==> config.mk <==
export PLATFORM = sky130hd
export DESIGN_NAME = ram_port_arbiter
export DESIGN_NICKNAME = d
export VERILOG_FILES = /design/src/rtl/ram_port_arbiter.sv
export SDC_FILE = /design/constraint.sdc
export NUM_CORES = 1
export LEC_CHECK = 0
export ABC_CLOCK_PERIOD_IN_PS = 1900
export BUFFER_PORTS_ARGS = -buffer_cell sky130_fd_sc_hd__buf_2
export CELL_PAD_IN_SITES_DETAIL_PLACEMENT = 1
export CELL_PAD_IN_SITES_GLOBAL_PLACEMENT = 1
export CORE_ASPECT_RATIO = 0.8
export CORE_MARGIN = 3
export CORE_UTILIZATION = 34
export DETAILED_ROUTE_END_ITERATION = 6
export PLACE_DENSITY = 0.93
export SETUP_SLACK_MARGIN = 0.2
export SYNTH_ARGS = -nofsm -noshare
export SYNTH_HDL_FRONTEND = slang
export SYNTH_SLANG_ARGS = --single-unit
export TNS_END_PERCENT = 5
==> constraint.sdc <==
create_clock -name clk -period 1.9 [get_ports clk]
set_clock_uncertainty 0.15 [all_clocks]
set_input_delay 0.19 -clock clk [delete_from_list [all_inputs] [get_ports clk]]
set_output_delay 0.19 -clock clk [all_outputs]
set_load 0.01 [all_outputs]
==> src/rtl/ram_port_arbiter.sv <==
// Two-requester arbiter in front of a single-port RAM with a registered read.
// Fetch (A) is locked out until the loader (B) signals boot_done, then round-robin.
//
// state   | meaning
// --------+---------------------------------------------------------------
// ST_BOOT | program load: only the loader (B) may access the RAM
// ST_RUN  | normal operation: A and B share the RAM round-robin
module ram_port_arbiter #(
  parameter int ADDR_W = 7,
  parameter int DATA_W = 16
) (
  input  logic              clk,
  input  logic              reset_n,
  input  logic              boot_done,

  input  logic              a_req,
  input  logic [ADDR_W-1:0] a_addr,
  output logic              a_gnt,
  output logic              a_rvalid,
  output logic [DATA_W-1:0] a_rdata,

  input  logic              b_req,
  input  logic              b_we,
  input  logic [ADDR_W-1:0] b_addr,
  input  logic [DATA_W-1:0] b_wdata,
  output logic              b_gnt,
  output logic              b_rvalid,
  output logic [DATA_W-1:0] b_rdata,

  output logic              ram_read_en,
  output logic              ram_write_en,
  output logic [ADDR_W-1:0] ram_addr,
  output logic [DATA_W-1:0] ram_din,
  input  logic [DATA_W-1:0] ram_dout
);

  typedef enum logic {
    ST_BOOT = 1'b0,
    ST_RUN  = 1'b1
  } state_t;

  state_t            state_q;
  logic              last_b_q;
  logic              rd_a_q;
  logic              rd_b_q;
  logic [DATA_W-1:0] a_hold_q;
  logic [DATA_W-1:0] b_hold_q;

  // A only wins in RUN, and under contention only if B was granted last.
  always_comb begin
    a_gnt = (state_q == ST_RUN) && a_req && (!b_req || last_b_q);
    b_gnt = b_req && !a_gnt;
  end

  always_comb begin
    ram_read_en  = 1'b0;
    ram_write_en = 1'b0;
    ram_addr     = '0;
    ram_din      = '0;
    if (a_gnt) begin
      ram_read_en = 1'b1;
      ram_addr    = a_addr;
    end else if (b_gnt) begin
      ram_read_en  = ~b_we;
      ram_write_en = b_we;
      ram_addr     = b_addr;
      ram_din      = b_wdata;
    end
  end

  always_ff @(posedge clk or negedge reset_n) begin
    if (!reset_n) begin
      state_q  <= ST_BOOT;
      last_b_q <= 1'b0;
      rd_a_q   <= 1'b0;
      rd_b_q   <= 1'b0;
      a_hold_q <= '0;
      b_hold_q <= '0;
    end else begin
      if (state_q == ST_BOOT && boot_done) begin
        state_q <= ST_RUN;
      end

      if (a_gnt) begin
        last_b_q <= 1'b0;
      end else if (b_gnt) begin
        last_b_q <= 1'b1;
      end

      // Read-owner tag: matches the RAM's one-cycle read latency.
      rd_a_q <= a_gnt;
      rd_b_q <= b_gnt && !b_we;

      if (rd_a_q) begin
        a_hold_q <= ram_dout;
      end
      if (rd_b_q) begin
        b_hold_q <= ram_dout;
      end
    end
  end

  // Return data passes straight through in its valid cycle, then holds.
  assign a_rvalid = rd_a_q;
  assign b_rvalid = rd_b_q;
  assign a_rdata  = rd_a_q ? ram_dout : a_hold_q;
  assign b_rdata  = rd_b_q ? ram_dout : b_hold_q;

endmodule

==> results.cfg, run 1 <==
[status]
status = completed

[drt]
drcViolationCount = 0
ant_nets = 0
via_per_inst = 4.70
vias = 1437
firstDrtPassIters = 4
drt_iter0_drc = 36
routed_wl_um = 4790
wire_per_inst_um = 15.7

[setup_path]
cp-end-kind = output port
reg2reg_from = b_rvalid$_DFF_PN0_
worst-setup-path-type = reg -> out
crit_buf_inv = 2
arrival_ps = 1340
path_delay_family = flip-flops
crit_path_start = b_rvalid$_DFF_PN0_
cp_slowest_cell = dfrtp_1
max_stage_delay_ps = 380
worst-path-max-fanout = 9
cp-start-kind = flop
cp.required_ps = 1560
path_cells = buf_6 > mux2_1 > buf_2

[place]
gp_congestion = 0.680
hpwlAfterDp_um = 3840
io_buffers = 112
dp_cells = 295
place_ws_ps = 314

[clock_tree]
postCtsSetupBuffers = 0
root_buffer = clkbuf_8
cts_buffer_depth = 2
cts_buffers = 5
clkTransAtPathRegs_ps = 70
htree_levels = 2
clkSinkCount = 36
cts_tree = built
clock_latency_ps = 280

[synthesis]
syn-num-nets = 179
yosysTopAreaCell = dfrtp_1
netlist_instances = 127
yosysUniqueCellTypes = 17
synth_area_leaders = dfrtp_1 51%, mux2_4 17%, mux2_1 7.7%
ys_warn_count = 0
syn-mean-instance-area_um2 = 13.9
synth_area_um2 = 1760
ys_seq_area_share_pct = 51.1
synth_top_area_share_pct = 51.1
ys_ff_latch = 36

[run]
cap_violations = 0

[sta]
rsz0062_at_grt = yes
tns_ps = 0
drv_slew = 0
setup_viol = 0
tightest_slew_ps = 806
hold_viol = 0
fmax_ghz = 0.594
setup_slack_ps = 217
relSlewSlack_pct = 46.3
fin_crit_ps = 1680
finalCritPeriodShare_pct = 88.6

[worst_hold_path]
hp-class = in -> reg
worstHoldStart = ram_dout[2]

[layout]
syn_to_final_growth_pct = 41.9
drive_gt1_share_pct = 63.4
final_common_cell = buf_2
finalNonFillerCells = 306
n_antenna_cell = 0
nets = 297
final_cell_mix = 112 x buf_2, 34 x dfrtp_1, 20 x mux2_4

[floorplan]
start_util_pct = 36.8
die_h_um = 70.4
die_area_um2 = 6090
core_area_um2 = 4790
fp.dieW_um = 86.5
row_count = 22
io_pins = 113

[power]
p_leak_nw = 1.38
share_comb_of_total_power_pct = 32.0
switching_share_pct = 28.7
p_int_mw = 1.55
p_clk_share_pct = 24.8
switchingPower_mw = 0.624
p_seq_share_pct = 43.2
power_density_nw_per_um2 = 867
ir_drop_mv = 0.484

[global_routing]
antenna_found_initial = 0
grt_use_total_pct = 16.0
grt_first_pass_wirelength_um = 7660
overflow = 0
grt_max_degree = 37
grt_pass1_vias = 1585
## cell type report
type / instances / area (um^2)
clock buffers: 8 / 90.1
fillers: 568 / 2290
inverters: 8 / 30.0
multi-input cells: 74 / 766
flip-flops and latches: 36 / 903
well taps: 60 / 75.1
repair buffers: 120 / 639
## state kept, by name (all words and copies together) (netlist names)
name,count
a_hold_q,16
last_b_q,1
b_hold_q,16
state_q,1
b_rvalid,1
a_rvalid,1
## timing repair
| item | 4_1_cts | 5_1_grt |
|---|---|---|
| resized for setup | 2 | 7 |
| hold buffers | 3 | 0 |
| endpoints found under the hold margin | 38 | 0 |
| setup endpoints to repair | 12 | 50 |
## synth_stat cells (all sizes together)
library cell   n
nor3           1
dfrtp         36
inv            8
nor2b          1
or2            1
nand3          1
nand2          8
nor2           4
o32ai          7
mux2          32
buf            9
and3          18
o22ai          1
## layer usage
| metal | vias to the layer above | track usage (%) | share of wire [%] |
|---|---|---|---|
| met2 | 56 | 27.5 | 52 |
| met5 | - | 0 | 0 |
| met3 | 6 | 4.83 | 6.7 |
| li1 | 675 | - | - |
| met4 | 0 | 3.63 | 1.1 |
| met1 | 700 | 19.6 | 40 |
## cell families (layout without fill, tap and decap cells)
group,Yosys count,count (layout),share of synthesized area [%]
flops,36,36,51.1
mux,32,32,24.7
compound gates,8,8,6.81
buf+inv,17,136,6.52
simple gates,34,34,10.9
## metrics by stage
stage / power, mW / cell area [um^2] / util, % / hold WS, ps
6_report: 2.17 / 2500 / 52.3 / 15.8
5_1_grt: 2.32 / 2500 / 52.3 / 7.48
4_1_cts: 2.20 / 2480 / 51.7 / 9.89
3_5_place_dp: 1.65 / 2350 / 49.1 / 178
3_3_place_gp: 1.62 / 2350 / 49.1 / 157
2_1_floorplan: 1.36 / 1760 / - / -256
## worst reg2reg max path: stages (launching register included)
cell and delay, ps:
dfrtp_1 380, buf_6 180, mux2_1 360
## path summary, 6_finish.rpt
check / endpoint / slack [ps] / cells after the start
worst min-delay path: b_hold_q[2]$_DFF_PN0_ / 20 / 2
max in group asynchronous: state_q$_DFFE_PN0P_ / 650 / 2
min in group asynchronous: a_hold_q[6]$_DFF_PN0_ / 400 / 2
worst min register to register: b_hold_q[2]$_DFF_PN0_ / 330 / 1
worst max-delay path: b_rdata[15] / 220 / 3
worst max register to register: b_hold_q[15]$_DFF_PN0_ / 710 / 2
## power groups by stage
stage | Clock, mW | Sequential (mW) | Combinational, mW
floorplan | 0 | 0.939 | 0.419
global placement | 0 | 0.942 | 0.675
detailed placement | 0 | 0.952 | 0.695
CTS | 0.562 | 0.938 | 0.704
global route | 0.605 | 0.955 | 0.757
finish | 0.538 | 0.939 | 0.694
(Power assumes the default switching activity.)
==> inputs of run 2 (changes only) <==
--- a/config.mk
+++ b/config.mk
@@ -5,15 +5,16 @@
 export SDC_FILE = /design/constraint.sdc
 export NUM_CORES = 1
 export LEC_CHECK = 0
+export ABC_AREA = 1
 export ABC_CLOCK_PERIOD_IN_PS = 1900
 export BUFFER_PORTS_ARGS = -buffer_cell sky130_fd_sc_hd__buf_2
 export CELL_PAD_IN_SITES_DETAIL_PLACEMENT = 1
 export CELL_PAD_IN_SITES_GLOBAL_PLACEMENT = 1
 export CORE_ASPECT_RATIO = 0.8
 export CORE_MARGIN = 3
-export CORE_UTILIZATION = 34
+export CORE_UTILIZATION = 30
 export DETAILED_ROUTE_END_ITERATION = 6
-export PLACE_DENSITY = 0.93
+export PLACE_DENSITY = 0.92
 export SETUP_SLACK_MARGIN = 0.2
 export SYNTH_ARGS = -nofsm -noshare
 export SYNTH_HDL_FRONTEND = slang
==> run 2 against run 1 <==
Effect of this change:
- cell area rose by 2.4%
- global-route usage rose by 0.41 points
- final cell count increased by 33%
- register-to-register slack is essentially flat
- worst hold slack worse by 4.3 ps
- via count is 20% higher
- sequential power down 2%
- power increased by 4.8%
- critical path type unchanged
- largest power group unchanged
==> results.cfg, run 2 <==
[status]
status = completed

[power]
ir_drop_mv = 0.461
power_density_nw_per_um2 = 888
p_leak_nw = 1.50

[drt]
routed_wl_um = 5550
via_per_inst = 4.24
wire_per_inst_um = 13.6
vias = 1726
firstDrtPassIters = 4
ant_nets = 0
drt_iter0_drc = 27
drcViolationCount = 0

[synthesis]
syn-mean-instance-area_um2 = 8.10
postSynth.asyncResetShare_pct = 100
synth_area_um2 = 1680
synth_area_leaders = dfrtp_1 53%, inv_1 11%, nand2_1 10%
synth_edf_count = 0
ys_ff_latch = 36
syn-num-nets = 260
yosysTopAreaCell = dfrtp_1
netlist_instances = 208
ys_seq_area_share_pct = 53.5
yosys-top-cells-count = 51 x inv_1, 46 x nand2_1, 36 x dfrtp_1, 34 x o21ai_0, 9 x nor2_1
synth_top_area_share_pct = 53.5
synth_top_flop_cell = dfrtp_1
ys_warn_count = 0
synth.most_common_cell = inv_1
yosysUniqueCellTypes = 17

[sta]
fmax_ghz = 0.570
hold_viol = 0
tightest_slew_ps = 459
finalCritPeriodShare_pct = 92.4
tns_ps = 0
relSlewSlack_pct = 69.4
rsz0062_at_grt = yes
fin_crit_ps = 1760
setup_viol = 0
drv_slew = 0
timing.hold.ws_ps = 11.6

[clock_tree]
clkSinkCount = 36
cts_tree = built
clock_latency_ps = 280
cts_buffers = 5
clkTransAtPathRegs_ps = 70
htree_levels = 2
cts_buffer_depth = 2
root_buffer = clkbuf_8

[setup_path]
cp-start-kind = flop
worst-path-max-fanout = 5
rr_worst_depth = 5
cp-end-kind = output port
reg2reg_setup_slack_ps = 710
worst-setup-path-type = reg -> out
reg2reg_from = last_b_q$_DFFE_PN0P_
arrival_ps = 1420
worstReg2RegEnd = b_rvalid$_DFF_PN0_
cp.required_ps = 1560

[layout]
fillCellCount = 680
n_antenna_cell = 0
utilization_pct = 49.2
nets = 383
finalNonFillerCells = 407
top_regs = a_hold_q x16, b_hold_q x16
syn_to_final_growth_pct = 52.2
stdcell_area_um2 = 2560
final_common_cell = buf_2
final_cell_mix = 112 x buf_2, 51 x inv_1, 46 x nand2_1
drive_gt1_share_pct = 44.0

[place]
hpwlAfterDp_um = 4110
postPlaceCellArea_um2 = 2320
gp_congestion = 0.685
io_buffers = 112
dp_cells = 392

[global_routing]
grt_max_degree = 37
grt_pass1_vias = 1840
grt_use_total_pct = 16.4
antenna_found_initial = 0
overflow = 0
grt_first_pass_wirelength_um = 8650

[worst_hold_path]
min_to = b_hold_q[6]$_DFF_PN0_
hp-class = in -> reg
holdPathStages = 3
worstHoldStart = ram_dout[6]

[floorplan]
fp.dieW_um = 89.8
row_count = 23
io_pins = 113
die_area_um2 = 6550
start_util_pct = 32.3
core_area_um2 = 5210
die_h_um = 73.0

[run]
cap_violations = 0
[run 2: worst max path at each step]
stage	from	endpoint	slack, ps	cells after the start
after detailed placement	b_req	ram_din[2]	400	6
after global placement	b_req	ram_din[2]	480	6
after global routing	last_b_q$_DFFE_PN0P_	ram_addr[4]	70	7
after CTS	a_rvalid$_DFF_PN0_	a_rdata[0]	180	3
after floorplan	last_b_q$_DFFE_PN0P_	ram_din[10]	600	6
final	last_b_q$_DFFE_PN0P_	ram_addr[5]	140	7
[run 2: critical path, cell delays in order, from the launching register on]
cell,delay [ps]
dfrtp_1,380
inv_2,110
nand2_4,90
buf_12,150
nand2_4,80
nand3_1,80
nand2_1,90
buf_2,140
[run 2: kinds of logic (layout without fill, tap and decap cells)]
kind of cell           after synthesis  after routing  synth area share [%]
AOI/OAI and AO/OA                   35             35                  11.1
buffers and inverters               61            183                  15.0
DFF                                 36             36                  53.5
and+or+nand+nor                     76             78                  20.4
[run 2: routing by layer]
| layer | part of all wire [%] | track usage, % | wire, um |
|---|---|---|---|
| met5 | 0 | 0 | 0 |
| met4 | 1.6 | 5.78 | 91 |
| met3 | 4.9 | 4.23 | 273 |
| met2 | 53 | 29.8 | 2930 |
| met1 | 41 | 19.2 | 2260 |
[run 2: cell type report]
class,instances,area [um^2],area share [%]
inverters,53,201,7.86
clock inverters,1,30.0,1.17
flip-flops and latches,36,901,35.1
repair buffers,122,658,25.7
well taps,75,93.8,3.66
clock buffers,7,96.3,3.76
multi-input cells,113,583,22.7
[run 2: power breakdown]
| part | internal (mW) | switching [mW] |
|---|---|---|
| registers | 0.887 | 0.0348 |
| clock network | 0.463 | 0.278 |
| logic | 0.240 | 0.374 |
| total | 1.59 | 0.686 |
[run 2: timing repair]
action                                  in CTS  in global routing
gates resized for setup                      3                  5
endpoints found under the hold margin       39                  0
buffers inserted                             0                  1
pin swaps                                    1                  2
hold buffers                                 4                  0
endpoints found under the setup margin      22                 47
gates cloned                                 1                  1
[run 2: through the flow]
step | total power, mW | setup WS, ps
final | 2.28 | 145
after global routing | 2.41 | 73.8
after CTS | 2.29 | 178
after detailed placement | 1.52 | 400
after global placement | 1.49 | 476
after floorplan | 1.23 | 595
